### src/rtl/clock_monitor.sv
// Receiving-end checker for a divided clock: measures each high/low half-period in clk_sys cycles,
// declares lock after a run of in-tolerance halves and reports wrong-period and stuck-clock faults.
module clock_monitor #(
    parameter int EXP_HALF    = 5,
    parameter int TOL         = 0,
    parameter int LOCK_COUNT  = 4,
    parameter int TIMEOUT     = 32,
    parameter int CNT_W       = 8,
    parameter int SYNC_STAGES = 2
) (
    input  logic             clk_sys,
    input  logic             rst,
    input  logic             clk_in,
    output logic             rise_pulse,
    output logic             fall_pulse,
    output logic [CNT_W-1:0] last_high,
    output logic [CNT_W-1:0] last_low,
    output logic             locked,
    output logic             stuck,
    output logic             err_pulse,
    output logic [7:0]       err_count
);

    typedef enum logic [1:0] {
        IDLE    = 2'd0,
        ACQUIRE = 2'd1,
        LOCKED  = 2'd2
    } state_t;

    localparam int GOOD_W = (LOCK_COUNT > 1) ? $clog2(LOCK_COUNT) : 1;
    localparam logic [GOOD_W-1:0]       GOOD_LAST = GOOD_W'(LOCK_COUNT - 1);
    localparam logic [GOOD_W-1:0]       GOOD_ONE  = GOOD_W'(1);
    localparam logic [CNT_W-1:0]        CNT_MAX   = '1;
    localparam logic [CNT_W-1:0]        CNT_ONE   = CNT_W'(1);
    localparam logic [CNT_W-1:0]        TIMEOUT_C = CNT_W'(TIMEOUT);
    localparam logic signed [CNT_W+1:0] GOOD_LO   = (CNT_W+2)'(EXP_HALF - TOL);
    localparam logic signed [CNT_W+1:0] GOOD_HI   = (CNT_W+2)'(EXP_HALF + TOL);

    logic [SYNC_STAGES-1:0]  sync_q;
    logic                    hist_q;
    logic                    synced;
    logic                    edge_det;

    state_t                  state_q, state_d;
    logic [GOOD_W-1:0]       good_q, good_d;
    logic [CNT_W-1:0]        half_q, half_d;
    logic [CNT_W-1:0]        meas;
    logic signed [CNT_W+1:0] meas_s;
    logic                    good_half;
    logic                    timeout;
    logic [CNT_W-1:0]        last_high_d, last_low_d;
    logic                    stuck_d, err_d;
    logic [7:0]              err_count_d;

    // clk_in is asynchronous: resynchronize, then compare against one history flop
    always_ff @(posedge clk_sys) begin
        if (rst) begin
            sync_q <= '0;
            hist_q <= 1'b0;
        end else begin
            sync_q[0] <= clk_in;
            for (int i = 1; i < SYNC_STAGES; i++) begin
                sync_q[i] <= sync_q[i-1];
            end
            hist_q <= synced;
        end
    end

    assign synced   = sync_q[SYNC_STAGES-1];
    assign edge_det = synced ^ hist_q;

    // meas counts the current cycle too, so it equals the spacing between consecutive edges
    assign meas      = (half_q == CNT_MAX) ? CNT_MAX : half_q + CNT_ONE;
    assign meas_s    = $signed({2'b00, meas});
    assign good_half = (meas_s >= GOOD_LO) && (meas_s <= GOOD_HI);
    assign timeout   = (state_q != IDLE) && !edge_det && (meas == TIMEOUT_C);

    always_comb begin
        state_d     = state_q;
        good_d      = good_q;
        half_d      = meas;
        last_high_d = last_high;
        last_low_d  = last_low;
        stuck_d     = stuck;
        err_d       = 1'b0;

        if (edge_det) begin
            half_d = '0;
            if (state_q == IDLE) begin
                state_d = ACQUIRE;
                good_d  = '0;
                stuck_d = 1'b0;
            end else begin
                if (synced) begin
                    last_low_d = meas;
                end else begin
                    last_high_d = meas;
                end
                if (!good_half) begin
                    err_d   = 1'b1;
                    state_d = ACQUIRE;
                    good_d  = '0;
                end else if (state_q == ACQUIRE) begin
                    if (good_q == GOOD_LAST) begin
                        state_d = LOCKED;
                        good_d  = '0;
                    end else begin
                        good_d = good_q + GOOD_ONE;
                    end
                end
            end
        end else if (timeout) begin
            state_d = IDLE;
            good_d  = '0;
            stuck_d = 1'b1;
            err_d   = 1'b1;
        end

        err_count_d = err_count;
        if (err_d && (err_count != 8'hFF)) begin
            err_count_d = err_count + 8'd1;
        end
    end

    always_ff @(posedge clk_sys) begin
        if (rst) begin
            state_q    <= IDLE;
            good_q     <= '0;
            half_q     <= '0;
            last_high  <= '0;
            last_low   <= '0;
            stuck      <= 1'b0;
            err_pulse  <= 1'b0;
            err_count  <= '0;
            rise_pulse <= 1'b0;
            fall_pulse <= 1'b0;
        end else begin
            state_q    <= state_d;
            good_q     <= good_d;
            half_q     <= half_d;
            last_high  <= last_high_d;
            last_low   <= last_low_d;
            stuck      <= stuck_d;
            err_pulse  <= err_d;
            err_count  <= err_count_d;
            rise_pulse <= edge_det & synced;
            fall_pulse <= edge_det & ~synced;
        end
    end

    assign locked = (state_q == LOCKED);

endmodule

### config.mk
export PLATFORM = sky130hd
export DESIGN_NAME = clock_monitor
export DESIGN_NICKNAME = d
export VERILOG_FILES = /design/src/rtl/clock_monitor.sv
export SDC_FILE = /design/constraint.sdc
export NUM_CORES = 1
export LEC_CHECK = 0
export BUFFER_PORTS_ARGS = -buffer_cell sky130_fd_sc_hd__buf_2
export CAP_MARGIN = 20
export CORE_ASPECT_RATIO = 1.4
export CORE_MARGIN = 2
export CORE_UTILIZATION = 32
export DETAILED_ROUTE_END_ITERATION = 7
export PLACE_DENSITY_LB_ADDON = 0.3
export SLEW_MARGIN = 10
export SYNTH_ARGS = -nofsm -noshare
export SYNTH_HDL_FRONTEND = slang
export SYNTH_SLANG_ARGS = --single-unit
### constraint.sdc
create_clock -name clk_sys -period 2.8 [get_ports clk_sys]
set_clock_uncertainty 0.05 [all_clocks]
set_input_delay 0.56 -clock clk_sys [delete_from_list [all_inputs] [get_ports clk_sys]]
set_output_delay 0.56 -clock clk_sys [all_outputs]
set_load 0.02 [all_outputs]
# After elaboration in Yosys (flattened, before gate mapping)
# Cells that the tools add are included.
# classes
n_mux,19
addsub,3
n_reduce_logical,14
n_eq_ne,9
bitwise_logic,5
n_lt_le_gt_ge,2
# op_table
operator,n
two-way mux 2 bit,11
adder 8 x 1 -> 8 bit (second input constant),2
AND reduction 3 bit,3
== test 8 x 6 -> 1 bit (second input constant),1
== test 8 bit (second input constant),1
greater-or-equal comparator 8 x 3 -> 1 bit (second input constant),1
less-or-equal comparator 8 x 3 -> 1 bit (second input constant),1
two-way mux 8 bit,1
inequality test 4 x 2 -> 1 bit (second input constant),2
inequality test 8 bit (second input constant),1
two-way mux 1 bit,7
== test 2 bit (second input constant),2
logical AND 1 bit,4
AND reduction 2 bit,2
nonzero test 2 bit,2
adder 2 x 1 -> 2 bit (second input constant),1
bitwise AND 1 bit,2
== test 2 x 1 -> 1 bit (second input constant),1
zero test 2 bit,1
inequality test 2 x 1 -> 1 bit (second input constant),1
inverter 1 bit,2
OR reduction 2 bit,1
zero test 1 bit,1
bitwise XOR 1 bit,1
# word_totals
reg_bits,43
in_bits,3
output_inout_bits,29

# Logic depth before layout (Yosys ltp)
# Gate-level depths: netlist of run 1.
# depth
word_depth,8
ltp_mapped,8
depth_no_buf,7

# Worst setup path after synthesis of run 1
# OpenSTA, ideal clock, no wires.
# synth_timing
kind,register to register
from,reg half_q[0]
to,reg err_count[3]
t_required_ns,2.627
setup_time_ns,0.123
path_buffers,1
stages_incl_launch_ff,9
t_arrival_ns,2.279
setup_slack_ns,0.348
cell_sequence,dfxtp_1 -> ha_1 -> and3_1 -> a2111oi_2 -> o32ai_2 -> a211o_1 -> buf_6 -> a211oi_1 -> mux2_1
# synth_between
elab_chain_cells,8
word_cells_on_any_way,13
classes_between,1 x add/sub; 2 x order compare; 2 x eq/ne; 5 x mux; 3 x reduce/logical
# synth_lines
element,line,source
from (decl),46,"logic [CNT_W-1:0] half_q, half_d;"
from (signal assigned),140,half_q <= half_d;
adder 8 x 1 -> 8 bit / == test 8 bit (equally long branches),73,assign meas = (half_q == CNT_MAX) ? CNT_MAX : half_q + CNT_ONE;
two-way mux 8 bit *,73,
greater-or-equal comparator 8 x 3 -> 1 bit / less-or-equal comparator 8 x 3 -> 1 bit (equally long branches),75,assign good_half = (meas_s >= GOOD_LO) && (meas_s <= GOOD_HI);
logical AND 1 bit,75,
two-way mux 1 bit,99,if (!good_half) begin
two-way mux 1 bit,89,if (state_q == IDLE) begin
two-way mux 1 bit *,87,if (edge_det) begin
logical AND 1 bit *,120,if (err_d && (err_count != 8'hFF)) begin
to (signal assigned),145,err_count <= err_count_d;
to (decl),21,output logic [7:0] err_count
# Every way passes the cells marked *; elsewhere a longest branch is shown, timed or not.
# A chain may end at the register's enable or synchronous reset.

# Worst setup path after layout of run 1
# layout_timing
from,reg half_q[0]
to,reg err_count[5]
# Same word-level chain as after synthesis.

==> results.toml, run 1 <==
[timing]
timing.setup.tns_ps = 0
post-route-period-util_pct = 94.39
final-hold-violation-count = 0
timing.final.ws_setup_ps = 157.0
finalHoldWorstSlack_ps = 406.3
worstMarginPinSlew_ps = 539.1
rsz0062_at_grt = "false"
maxSlewHeadroom_pct = 63.93
clock.fmax_mhz = 378.4
finalWorstPathRequiredPeriod_ps = 2643
timing.final.setup_violations = 0
drv_slew = 0

[floorplan]
die_area_um2 = 6786
design.portCount = 32
die_h_um = 96.68
initial_utilization_pct = 33.25
dieWidth_um = 70.20
placementRows = 33
fp.coreArea_um2 = 5904

[cells_and_area]
mostFrequentLayoutCells = "43 x sky130_fd_sc_hd__dfxtp_1, 38 x sky130_fd_sc_hd__nor2_1, 31 x sky130_fd_sc_hd__buf_2, 16 x sky130_fd_sc_hd__a211oi_1, 14 x sky130_fd_sc_hd__nand2_1"
instances_no_fill = 327
layout.cells.most_common = "sky130_fd_sc_hd__dfxtp_1"
syn2layout_area_growth_pct = 17.59
n_antenna_cell = 0
drive_above_1_share_pct = 21.01
layout.nets = 264

[yosys]
yosys_register_bits = 43
syn-num-nets = 230
edff_count_synth = 0
netlist_area_um2 = 1963
synthDominantCellAreaShare_pct = 43.85
synth_compound_area_share_pct = 15.17
post_synth_mux_area_share_pct = 5.481
largest_family_of_logic_cells_by_synthesized_area = "simple AND/OR/NAND/NOR gates"
yosys.area.top_type = "sky130_fd_sc_hd__dfxtp_1"
yosysWarnings = 0
netlist_top_cells_area = "sky130_fd_sc_hd__dfxtp_1 44%, sky130_fd_sc_hd__nor2_1 7.3%, sky130_fd_sc_hd__a211oi_1 6.1%"
synthAdderAreaFrac_pct = 3.187
synth_seq_area_share_pct = 43.85
synthArstFlopShare_pct = 0
yosys.area_share.xor_xnor_pct = 0.8923
post_synth_and_or_nand_nor_area_fraction_pct = 27.98
synthesis.area_per_instance_um2 = 8.843
netlist-cell-type-count = 40
synth_flop_cell = "sky130_fd_sc_hd__dfxtp_1"
syn_inst = 222

[global_route]
grt_overflow = 0
globalRoute.busiestLayer = "met2"
grt.met3_usage_pct = 3.021
largest_net_degree_at_the_start_of_global_routing = 33
antenna_found_initial = 0
grt.total_usage_pct = 13.31
met1_usage_pct = 16.22
grt_use_met2_pct = 23.08
wire_length_of_the_first_global_routing_pass_mm = 7.389
vias_in_the_first_global_route = 1548

[critical_path]
timing.critical_path.slowest_cell_delay_ps = 380
worstSetupEndpointType = "flip-flop"
cp_data_required_time_ps = 2950
critPathArrivalTime_ps = 2790
cp_common_cell = "sky130_fd_sc_hd__a2111oi_2"
critPathMaxFanout = 12
setup.worst_path.class = "flip-flop to flip-flop"
worstPathCellList = "ha_1 -> and3_1 -> a2111oi_2 -> o32ai_2 -> a211o_4 -> a2111oi_2 -> mux2_1"
crit_path_start_kind = "flip-flop"
cpMaxStageDelayCell = "sky130_fd_sc_hd__dfxtp_1"

[placed_design]
hpwlAfterDp_mm = 3.179
pre_cts_slack_ps = 95.86
gp_congestion = 0.9099
io_buffer_count = 31
numPlacedInstances = 319

[clock_tree]
cts_tree = "done"
post_cts_buffers = 0
clkSinkCount = 43
ctsHtreeMaxLevel = 2
clk_transition_reported_paths_ps = 100
total_cts_buffers = 5
clock_path_buffers = 2
worstSkewPairLatency_ps = 310
clock-root-buffer = "sky130_fd_sc_hd__clkbuf_8"

[outcome]
result_of_the_run = "finished clean"

[power]
static_leakage_power_nw = 0.9279
power_density_nw_per_um2 = 489.3
ir_worst_vdd_mv = 0.2241

[detailed_routing]
drt_iter0_markers = 47
drt_drc_violations_left = 0
wire_per_inst_um = 13.27
post_detailed_route_via_to_cell_ratio = 5.058
detailed_route_via_count = 1654
detail-route-antenna-nets = 0
route.final.wire_length_mm = 4.339
drtPass1Iterations = 4

[hold_path]
hp-class = "flip-flop to flip-flop"

[job]
drv.max_cap_violation_count = 0
[sequential cells by signal, summed over array words and instances (netlist names)]
register	count
err_count	8
err_pulse	1
fall_pulse	1
good_q	2
half_q	8
hist_q	1
last_high	8
last_low	8
rise_pulse	1
state_q	2
stuck	1
sync_q	2
[path summary, 6_finish.rpt]
kind | start | end | slack, ps | depth (start not counted)
worst min register to register | sync_q[0] | sync_q[1] | 410 | 1
worst max register to register | half_q[0] | err_count[5] | 160 | 7
worst min-delay path | sync_q[0] | sync_q[1] | 410 | 1
worst max-delay path | half_q[0] | err_count[5] | 160 | 7
[through the flow]
| step | power, mW | util [%] | instance area [um^2] |
|---|---|---|---|
| finish | 1.129 | 39.10 | 2308 |
| global route | 1.176 | 39.10 | 2308 |
| CTS | 1.146 | 38.95 | 2300 |
| detailed placement | 0.7290 | 37.36 | 2206 |
| global placement | 0.7266 | 37.36 | 2206 |
| floorplan | 0.7026 | - | 1963 |
[logic make-up after synthesis]
group | count (synthesis)
buffers and inverters | 16
flip-flops | 43
XOR/XNOR | 2
multiplexers | 10
AND/OR/NAND/NOR | 107
AO/OA/AOI/OAI | 39
adder cells (fa/ha/maj) | 5
[Yosys cell counts (6+ instances only)]
library cell	n
sky130_fd_sc_hd__dfxtp_1	43
sky130_fd_sc_hd__nor2_1	38
sky130_fd_sc_hd__a211oi_1	16
sky130_fd_sc_hd__nand2_1	14
sky130_fd_sc_hd__nor2b_1	13
sky130_fd_sc_hd__a21oi_1	8
sky130_fd_sc_hd__clkbuf_1	8
sky130_fd_sc_hd__nand2b_1	8
sky130_fd_sc_hd__nand3_1	7
sky130_fd_sc_hd__inv_1	6
sky130_fd_sc_hd__mux2_1	6
sky130_fd_sc_hd__nor3_1	6
[timing repair]
| item | 4_1_cts | 5_1_grt |
|---|---|---|
| resized for setup | 0 | 2 |
| setup endpoints to repair | 0 | 3 |
| hold buffers | 0 | 0 |
[metal layers]
| layer | vias to the layer above | wire length, um |
|---|---|---|
| li1 | 842 | - |
| met1 | 766 | 1927 |
| met2 | 40 | 2168 |
| met3 | 6 | 186 |
| met4 | 0 | 57 |
| met5 | - | 0 |
[critical path: cells and delay by family (launching register included)]
kind	cells	cell delay, ps
AOI/OAI and AO/OA	4	1200
DFF	1	380
muxes	1	350
adders and majority gates	1	290
and+or+nand+nor	1	260
[layout make-up]
cell class | instances | area (um^2)
clock buffer | 5 | 68.82
fill | 622 | 3596
tap | 70 | 87.58
timing repair buffer | 37 | 200.2
sequential | 43 | 860.8
inverter | 6 | 22.52
clock inverter | 3 | 25.02
multi-input combinational | 163 | 1044
[power by group]
| group | switching, mW | internal (mW) |
|---|---|---|
| Sequential | 0.00871 | 0.621 |
| Combinational | 0.0528 | 0.0323 |
| Clock | 0.236 | 0.179 |
| Total | 0.298 | 0.832 |
Power figures use the tool's default switching activity.
==> run 2, diff against run 1 <==
Settings changed: ABC_AREA set to 1.
==> results.toml, run 2 <==
[timing]
timing.final.setup_violations = 0
maxSlewHeadroom_pct = 57.51
timing.setup.tns_ps = 0
clock.fmax_mhz = 483.6
post-route-period-util_pct = 73.85
worstMarginPinSlew_ps = 636.6
rsz0062_at_grt = "false"
final-hold-violation-count = 0
timing.final.ws_setup_ps = 732.2
finalWorstPathRequiredPeriod_ps = 2068
drv_slew = 0

[clock_tree]
clock-root-buffer = "sky130_fd_sc_hd__clkbuf_8"
count_of_instances_resized_after_the_clock_tree_is_built = 0
total_cts_buffers = 5
post_cts_buffers = 0
worstSkewPairLatency_ps = 300
ctsHtreeMaxLevel = 2
cts_tree = "done"
clock_path_buffers = 2
clk_transition_reported_paths_ps = 80
postCtsHoldBufs = 0
clkSinkCount = 43

[detailed_routing]
detailed_route_via_count = 1767
drt_iter0_markers = 49
wire_per_inst_um = 11.63
drtPass1Iterations = 4
drt_drc_violations_left = 0
post_detailed_route_via_to_cell_ratio = 4.662
detail-route-antenna-nets = 0
route.final.wire_length_mm = 4.406

[job]
drv.max_cap_violation_count = 0

[cells_and_area]
ff_latch_area_um2 = 860.8
layout.cells.most_common = "sky130_fd_sc_hd__dfxtp_1"
n_antenna_cell = 0
fillCellCount = 693
multiInputGateArea_um2 = 1059
layout.nets = 312
mostFrequentLayoutCells = "43 x sky130_fd_sc_hd__dfxtp_1, 41 x sky130_fd_sc_hd__nor2_1, 35 x sky130_fd_sc_hd__inv_1, 31 x sky130_fd_sc_hd__buf_2, 29 x sky130_fd_sc_hd__nand2_1"
drive_above_1_share_pct = 25.57
syn2layout_area_growth_pct = 15.70

[yosys]
syn_inst = 270
ys_top_cells_by_count = "43 x sky130_fd_sc_hd__dfxtp_1, 41 x sky130_fd_sc_hd__nor2_1, 35 x sky130_fd_sc_hd__inv_1"
synth_flop_cell = "sky130_fd_sc_hd__dfxtp_1"
synth_seq_area_share_pct = 40.90
yosys.area.top_type = "sky130_fd_sc_hd__dfxtp_1"
synthArstFlopShare_pct = 0
netlist_area_um2 = 2105
synthesis.area_per_instance_um2 = 7.795
most_common_cell_in_the_synthesized_netlist = "sky130_fd_sc_hd__dfxtp_1"
synthDominantCellAreaShare_pct = 40.90
edff_count_synth = 0
yosys_register_bits = 43
netlist_top_cells_area = "sky130_fd_sc_hd__dfxtp_1 41%, sky130_fd_sc_hd__nor2_1 7.3%, sky130_fd_sc_hd__inv_1 6.2%"
syn-num-nets = 278
netlist-cell-type-count = 30
yosysWarnings = 0

[critical_path]
startpoint = "sync_q[1]"
cp_num_buf_inv = 2
cp_data_required_time_ps = 2940
cpMaxStageDelayCell = "sky130_fd_sc_hd__ha_1"
critical-path-top-delay-family = "simple AND/OR/NAND/NOR gates"
timing.critical_path.slowest_cell_delay_ps = 410
worstSetupEndpointType = "flip-flop"
crit_path_start_kind = "flip-flop"
critPathMaxFanout = 6
setup.worst_path.class = "flip-flop to flip-flop"
worstPathCellList = "inv_1 -> ha_1 -> inv_1 -> nor2_1 -> nand3_1 -> nor2_1 -> nand3_4 -> nand2_4 -> nand2_2 -> o21ai_1 -> nor2_1"
cp_common_cell = "sky130_fd_sc_hd__nor2_1"
worst_r2r_startpoint = "sync_q[1]"
critPathArrivalTime_ps = 2210

[power]
power.share.switching_pct = 24.19
pwr-share-comb_pct = 7.7
power_density_nw_per_um2 = 475.8
cellInternalPower_uw = 878.3
part_of_the_total_power_dissipated_in_sequential_elements_pct = 54.7
total_switching_power_uw = 280.2
static_leakage_power_nw = 1.115
power_frac_clock_pct = 37.6
ir_worst_vdd_mv = 0.1816

[floorplan]
design.portCount = 32
initial_utilization_pct = 32.47
fp.coreArea_um2 = 6481
dieWidth_um = 72.54
die_area_um2 = 7251
die_h_um = 99.96
placementRows = 35

[global_route]
vias_in_the_first_global_route = 1686
wire_length_of_the_first_global_routing_pass_mm = 7.617
grt_overflow = 0
grt.total_usage_pct = 13.24
antenna_found_initial = 0
largest_net_degree_at_the_start_of_global_routing = 23

[placed_design]
pre_cts_slack_ps = 739.0
hpwlAfterDp_mm = 3.249
io_buffer_count = 31
gp_congestion = 0.8598

[outcome]
result_of_the_run = "finished clean"

[hold_path]
timing.hold.worst.start = "sync_q[0]"
hp-class = "flip-flop to flip-flop"
[run 2: cell types whose count changed in the layout (fill, tap and decap cells not counted), moves of 5 or more]
| cell | delta |
|---|---|
| sky130_fd_sc_hd__nand2b_1 | -8 |
| sky130_fd_sc_hd__nor2_2 | +7 |
| sky130_fd_sc_hd__and3_1 | -5 |
| sky130_fd_sc_hd__inv_1 | +29 |
| sky130_fd_sc_hd__mux2_1 | -6 |
| sky130_fd_sc_hd__a211oi_1 | -16 |
| sky130_fd_sc_hd__o21ai_0 | +12 |
| sky130_fd_sc_hd__a21oi_1 | +8 |
| sky130_fd_sc_hd__nand2_2 | +9 |
| sky130_fd_sc_hd__nand3_1 | +16 |
| sky130_fd_sc_hd__nor3_1 | -6 |
| sky130_fd_sc_hd__nand2_1 | +15 |
| sky130_fd_sc_hd__nor2b_1 | -13 |
[run 2: routing by layer]
| layer | share of wire, % | global-route usage (%) |
|---|---|---|
| met1 | 44 | 15.88 |
| met2 | 51 | 22.87 |
| met5 | 0 | 0 |
| met3 | 3.2 | 2.108 |
| met4 | 1.9 | 5.983 |
[run 2: logic make-up after synthesis]
logic type                 share of synthesized area [%]
AOI/OAI and AO/OA                                  11.83
DFF                                                40.90
adders and majority gates                          2.973
and+or+nand+nor                                    33.41
buffers and inverters                              8.799
xor gates and xnor gates                           2.081
[run 2: final timing paths]
| path | to | cells after the start | slack (ps) |
|---|---|---|---|
| max | good_q[1] | 11 | 730 |
| min | sync_q[1] | 2 | 360 |
| max reg2reg | good_q[1] | 11 | 730 |
| min reg2reg | sync_q[1] | 2 | 360 |
[run 2: layout make-up]
| class | instances | share of cell area [%] |
|---|---|---|
| Inverter | 40 | 6.269 |
| Timing Repair Buffer | 33 | 6.989 |
| Sequential cell | 43 | 35.35 |
| Multi-Input combinational cell | 181 | 43.47 |
| Clock buffer | 8 | 4.111 |
| Tap cell | 74 | 3.803 |
[run 2: tightest hold or removal path: stages, from the launching register on]
cell,delay (ps)
sky130_fd_sc_hd__dfxtp_1,300
sky130_fd_sc_hd__inv_1,40
sky130_fd_sc_hd__nor2_1,30
[run 2: metrics by stage]
stage | instances | hold WS [ps] | power [mW] | util [%] | instance area (um^2)
final | 379 | 357.7 | 1.158 | 37.57 | 2435
after global routing | 379 | 377.4 | 1.214 | 37.57 | 2435
after CTS | 379 | 362.3 | 1.180 | 37.57 | 2435
after detailed placement | 371 | 343.1 | 0.7385 | 36.02 | 2335
after global placement | 371 | 346.5 | 0.7380 | 36.02 | 2335
after floorplan | 270 | 338.3 | 0.7151 | - | 2105
[run 2: power groups by stage]
stage | logic, mW | clock network [mW] | registers (mW)
final | 0.0897 | 0.435 | 0.634
after global routing | 0.102 | 0.476 | 0.636
after CTS | 0.0909 | 0.456 | 0.634
after detailed placement | 0.0904 | 0 | 0.648
after global placement | 0.0901 | 0 | 0.648
after floorplan | 0.0631 | 0 | 0.652
